## src/rtl/dmem_arbiter.sv

```systemverilog
// Two-port round-robin arbiter in front of a single data memory port.
// One outstanding transaction; bad requests are answered without a memory access.
module dmem_arbiter #(
  parameter int DROM_SPACE = 1024
) (
  input  logic        clk,
  input  logic        rst,
  input  logic        p0_req_valid,
  output logic        p0_req_ready,
  input  logic        p0_req_we,
  input  logic [31:0] p0_req_addr,
  input  logic [31:0] p0_req_wdata,
  input  logic [1:0]  p0_req_size,
  output logic        p0_rsp_valid,
  input  logic        p0_rsp_ready,
  output logic [31:0] p0_rsp_rdata,
  output logic        p0_rsp_err,
  input  logic        p1_req_valid,
  output logic        p1_req_ready,
  input  logic        p1_req_we,
  input  logic [31:0] p1_req_addr,
  input  logic [31:0] p1_req_wdata,
  input  logic [1:0]  p1_req_size,
  output logic        p1_rsp_valid,
  input  logic        p1_rsp_ready,
  output logic [31:0] p1_rsp_rdata,
  output logic        p1_rsp_err,
  output logic [31:0] data_addr,
  output logic [31:0] w_data_mem,
  output logic        r_en_mem,
  output logic        w_en_mem,
  output logic [1:0]  byte_sel,
  input  logic [31:0] r_data_mem
);

  typedef enum logic [1:0] {
    S_IDLE,
    S_ACCESS,
    S_RESP
  } state_t;

  state_t      r_state;
  logic        r_gnt;
  logic        r_last;
  logic        r_we;
  logic        r_err;
  logic [31:0] r_addr;
  logic [31:0] r_wdata;
  logic [31:0] r_rdata;
  logic [1:0]  r_size;

  logic        w_any;
  logic        w_sel;
  logic        w_we;
  logic [31:0] w_addr;
  logic [31:0] w_wdata;
  logic [1:0]  w_size;
  logic [32:0] w_bytes;
  logic [32:0] w_end;
  logic        w_err;
  logic [31:0] w_load;
  logic        w_rsp_rdy;
  logic        w_access;
  logic        w_resp;
  logic        w_idle;

  assign w_any = p0_req_valid | p1_req_valid;
  // On a tie the port that was not served last wins
  assign w_sel = (p0_req_valid & p1_req_valid) ? ~r_last : p1_req_valid;

  assign w_we    = w_sel ? p1_req_we    : p0_req_we;
  assign w_addr  = w_sel ? p1_req_addr  : p0_req_addr;
  assign w_wdata = w_sel ? p1_req_wdata : p0_req_wdata;
  assign w_size  = w_sel ? p1_req_size  : p0_req_size;

  always_comb begin
    w_bytes = 33'd4;
    unique case (w_size)
      2'b00:   w_bytes = 33'd1;
      2'b01:   w_bytes = 33'd2;
      default: w_bytes = 33'd4;
    endcase
  end

  assign w_end = {1'b0, w_addr} + w_bytes;
  assign w_err = (w_size == 2'b11)
               | ((w_size == 2'b01) & w_addr[0])
               | ((w_size == 2'b10) & (|w_addr[1:0]))
               | (w_end > 33'(DROM_SPACE));

  always_comb begin
    w_load = r_data_mem;
    unique case (r_size)
      2'b00:   w_load = {24'd0, r_data_mem[7:0]};
      2'b01:   w_load = {16'd0, r_data_mem[15:0]};
      default: w_load = r_data_mem;
    endcase
  end

  assign w_rsp_rdy = r_gnt ? p1_rsp_ready : p0_rsp_ready;

  always_ff @(posedge clk) begin
    if (rst) begin
      r_state <= S_IDLE;
      r_gnt   <= 1'b0;
      r_last  <= 1'b1;
      r_we    <= 1'b0;
      r_err   <= 1'b0;
      r_addr  <= '0;
      r_wdata <= '0;
      r_rdata <= '0;
      r_size  <= '0;
    end else begin
      unique case (r_state)
        S_IDLE: begin
          if (w_any) begin
            r_gnt   <= w_sel;
            r_we    <= w_we;
            r_addr  <= w_addr;
            r_wdata <= w_wdata;
            r_size  <= w_size;
            r_err   <= w_err;
            r_rdata <= '0;
            r_state <= w_err ? S_RESP : S_ACCESS;
          end
        end
        S_ACCESS: begin
          r_rdata <= r_we ? 32'd0 : w_load;
          r_state <= S_RESP;
        end
        S_RESP: begin
          if (w_rsp_rdy) begin
            r_last  <= r_gnt;
            r_state <= S_IDLE;
          end
        end
        default: r_state <= S_IDLE;
      endcase
    end
  end

  // Every output is forced low while reset is held
  assign w_idle   = ~rst & (r_state == S_IDLE);
  assign w_access = ~rst & (r_state == S_ACCESS);
  assign w_resp   = ~rst & (r_state == S_RESP);

  assign p0_req_ready = w_idle & w_any & ~w_sel;
  assign p1_req_ready = w_idle & w_any & w_sel;

  assign data_addr  = w_access ? r_addr  : 32'd0;
  assign w_data_mem = w_access ? r_wdata : 32'd0;
  assign byte_sel   = w_access ? r_size  : 2'b00;
  assign r_en_mem   = w_access & ~r_we;
  assign w_en_mem   = w_access & r_we;

  assign p0_rsp_valid = w_resp & ~r_gnt;
  assign p1_rsp_valid = w_resp & r_gnt;
  assign p0_rsp_rdata = p0_rsp_valid ? r_rdata : 32'd0;
  assign p1_rsp_rdata = p1_rsp_valid ? r_rdata : 32'd0;
  assign p0_rsp_err   = p0_rsp_valid & r_err;
  assign p1_rsp_err   = p1_rsp_valid & r_err;

endmodule

```

## config.mk

```make
export PLATFORM = sky130hd
export DESIGN_NAME = dmem_arbiter
export DESIGN_NICKNAME = d
export VERILOG_FILES = /design/src/rtl/dmem_arbiter.sv
export SDC_FILE = /design/constraint.sdc
export NUM_CORES = 1
export LEC_CHECK = 0
export BUFFER_PORTS_ARGS = -buffer_cell sky130_fd_sc_hd__buf_4
export CELL_PAD_IN_SITES_DETAIL_PLACEMENT = 0
export CELL_PAD_IN_SITES_GLOBAL_PLACEMENT = 1
export CORE_ASPECT_RATIO = 0.9
export CORE_UTILIZATION = 29
export DETAILED_ROUTE_END_ITERATION = 16
export HOLD_SLACK_MARGIN = 0.12
export PLACE_DENSITY_LB_ADDON = 0.1
export SYNTH_ARGS = -nofsm -noshare
export SYNTH_HDL_FRONTEND = slang
export SYNTH_SLANG_ARGS = --single-unit
```

## constraint.sdc

```tcl
create_clock -name clk -period 3.4 [get_ports clk]
set_clock_uncertainty 0.05 [all_clocks]
set_input_delay 0.34 -clock clk [delete_from_list [all_inputs] [get_ports clk]]
set_output_delay 0.34 -clock clk [all_outputs]
set_load 0.01 [all_outputs]
```

==> results.sh <==
export IMPL_hold_violations=0
export IMPL_clockBufferDepth=2
export IMPL_max_freq_ghz=0.311
export IMPL_synth_edff_count=0
export IMPL_cts_tree="yes"
export IMPL_max_cap_viol_count=0
export IMPL_grt_setup_unrepaired="false"
export IMPL_vias=6890
export IMPL_io_pins=310
export IMPL_drtIter0Drc=348
export IMPL_antenna_found_initial=0
export IMPL_vdd_ir_drop_max_mv=0.224
export IMPL_netlist_area_um2=6330
export IMPL_hold_ws_ps=154
export IMPL_synth_compound_area_share_pct=18.4
export IMPL_wl_per_cell_um=16.7
export IMPL_syn_area_per_cell_um2=7.71
export IMPL_root_buffer="clkbuf_16"
export IMPL_fillCellCount=2216
export IMPL_crit_chain="a21boi_4 > buf_4 > buf_4 > buf_4 > mux2i_1 > or3_1 > nor4_2 > o22ai_1 > or4_1 > nor4b_4 > a211oi_1"
export IMPL_slew_viol_final=0
export IMPL_grt_first_pass_wirelength_um=35500
export IMPL_placed_cells_incl_taps=1389
export IMPL_synth_simple_area_share_pct=35.7
export IMPL_dr_pass1_iters=4
export IMPL_cp_slowest_cell="or4_1"
export IMPL_tightest_slew_ps=1250
export IMPL_clock_sinks=104
export IMPL_finalNonFillerCells=1407
export IMPL_cts_buffers=9
export IMPL_synth_top_family_by_area="simple AND/OR/NAND/NOR gates"
export IMPL_tns_ps=0
export IMPL_place_congestion=0.795
export IMPL_fin_crit_sh_pct=94.6
export IMPL_synth_cells=822
export IMPL_ys_seq_area_share_pct=32.9
export IMPL_synthArstFlopShare_pct=0
export IMPL_synthMuxAreaShare_pct=6.42
export IMPL_clock_latency_ps=350
export IMPL_cp_end_kind="flip-flop"
export IMPL_grt_max_degree=96
export IMPL_finalSetupViolCount=0
export IMPL_yosysTopAreaCell="dfxtp_1"
export IMPL_diodes=0
export IMPL_max_stage_delay_ps=580
export IMPL_gr_total_overflow=0
export IMPL_htree_num_levels=3
export IMPL_hpwl_um=17700
export IMPL_critPathMaxFanout=17
export IMPL_ys_flop_type="dfxtp_1"
export IMPL_avgViaCountPerCell=4.90
export IMPL_drc=0
export IMPL_yosysWarningCount=0
export IMPL_startpoint_type="flip-flop"
export IMPL_start_util_pct=30.0
export IMPL_synth_top_area_share_pct=32.9
export IMPL_synth_area_leaders="dfxtp_1, and2_1, nor2_1, nand2_1, a311oi_1"
export IMPL_grt_pass1_vias=6498
export IMPL_synth_fa_ha_area_share_pct=0.909
export IMPL_wirelength_um=23600
export IMPL_rows=50
export IMPL_power_density_nw_per_um2=327
export IMPL_cp_num_buf_inv=3
export IMPL_nets=1292
export IMPL_outcome="finished clean"
export IMPL_leakagePower_uw=0.00427
export IMPL_dieWidth_um=158
export IMPL_postRouteAntennaNets=0
export IMPL_ys_seq_elements=104
export IMPL_min_period_ps=3220
export IMPL_cp_required_ps=3570
export IMPL_die_h_um=142
export IMPL_worstPathArrival_ps=3390
export IMPL_coreArea_um2=21100
export IMPL_cts_clk_slew_worst_paths_ps=80
export IMPL_port_buffer_count=309
export IMPL_slew_limit_headroom_pct=16.0
export IMPL_die_area_um2=22400
export IMPL_layout_drive_gt1_share_pct=34.9
export IMPL_hold_class="in2reg"
export IMPL_synth_most_common_cell="and2_1"
export IMPL_grt_usage_pct=20.5
export IMPL_crit_type="reg2reg"
export IMPL_crit_top_cell="buf_4"
export IMPL_cts_hold_buf=0
export IMPL_area_growth_pct=49.7
export IMPL_synth_nets=998
export IMPL_synth_xor_area_share_pct=1.52
export IMPL_synth_common_cells="and2_1, nor2_1, nand2_1"
export IMPL_ys_types=58
export IMPL_path_delay_family="simple AND/OR/NAND/NOR gates"
[where the power goes]
group / switching (uW) / leakage, uW / internal [uW]
registers: 47.5 / 0.000856 / 1310
clock network: 501 / 0.000130 / 502
logic: 399 / 0.00328 / 345
[per-layer routing]
| metal | wire [um] | vias to the layer above | GRT usage [%] | share of wire [%] |
|---|---|---|---|---|
| li1 | - | 3502 | - | - |
| met2 | 11100 | 201 | 35.1 | 47 |
| met1 | 10500 | 3171 | 25.5 | 44 |
| met3 | 1670 | 16 | 5.57 | 7.1 |
| met5 | 0 | - | 0 | 0 |
| met4 | 274 | 0 | 4.60 | 1.2 |
[logic make-up (layout without fill, tap and decap cells)]
group | Yosys count | after routing
AND/OR/NAND/NOR | 453 | 453
flip-flops | 104 | 104
XOR/XNOR | 11 | 11
multiplexers | 40 | 40
adder cells (fa/ha/maj) | 4 | 4
AO/OA/AOI/OAI | 145 | 145
buffers and inverters | 65 | 364
[timing repair]
item / CTS / global route
setup endpoints to repair: 0 / 3
resized for setup: 0 / 17
setup buffers: 0 / 2
[flip-flops by register name, indices dropped and copies added (netlist names)]
signal   count
r_wdata     32
r_addr      32
r_we         1
r_size       2
r_gnt        1
r_last       1
r_err        1
r_rdata     32
r_state      2
[per-stage QoR]
stage | utilization, % | total power [uW] | setup WS [ps] | cell area (um^2)
6_report | 45.0 | 3100 | 183 | 9480
5_1_grt | 45.0 | 3290 | 17.2 | 9480
4_1_cts | 44.5 | 3160 | 23.2 | 9380
3_5_place_dp | 43.2 | 2120 | -12.2 | 9100
3_3_place_gp | 43.2 | 2110 | 43.3 | 9100
2_1_floorplan | - | 1790 | 33.3 | 6410
[layout make-up]
type                            instances  area [um^2]  share of cell area [%]
Multi-Input combinational cell        653         4140                    43.6
Inverter                                4         15.0                   0.158
Timing Repair Buffer                  344         2610                    27.5
Tap cell                              286          358                    3.78
Clock inverter                          6         45.0                   0.475
Clock buffer                           10          229                    2.42
Sequential cell                       104         2090                    22.0
[placed cells by master, fill, tap and decap left out, drive strengths merged, types with 7 or more instances in the layout]
master  Yosys  final
a211oi     24     24
a21oi      10     10
a22o        8      8
a22oi      24     24
a311oi     42     42
and2      137    137
buf        12    344
clkbuf     49     10
dfxtp     104    104
mux2i      35     35
nand2     110    110
nand3      11     11
nand4      17     17
nor2      116    116
nor3       24     24
nor4       12     12
xor2        7      7
[path summary, 6_finish.rpt]
check                start    endpoint  slack (ps)  depth (start not counted)
min          r_data_mem[0]  r_rdata[0]         150                          2
max reg2reg         r_last  r_state[1]         180                         11
min reg2reg      r_addr[8]   r_addr[8]         440                          2
max                 r_last  r_state[1]         180                         11
(Power assumes the default switching activity.)
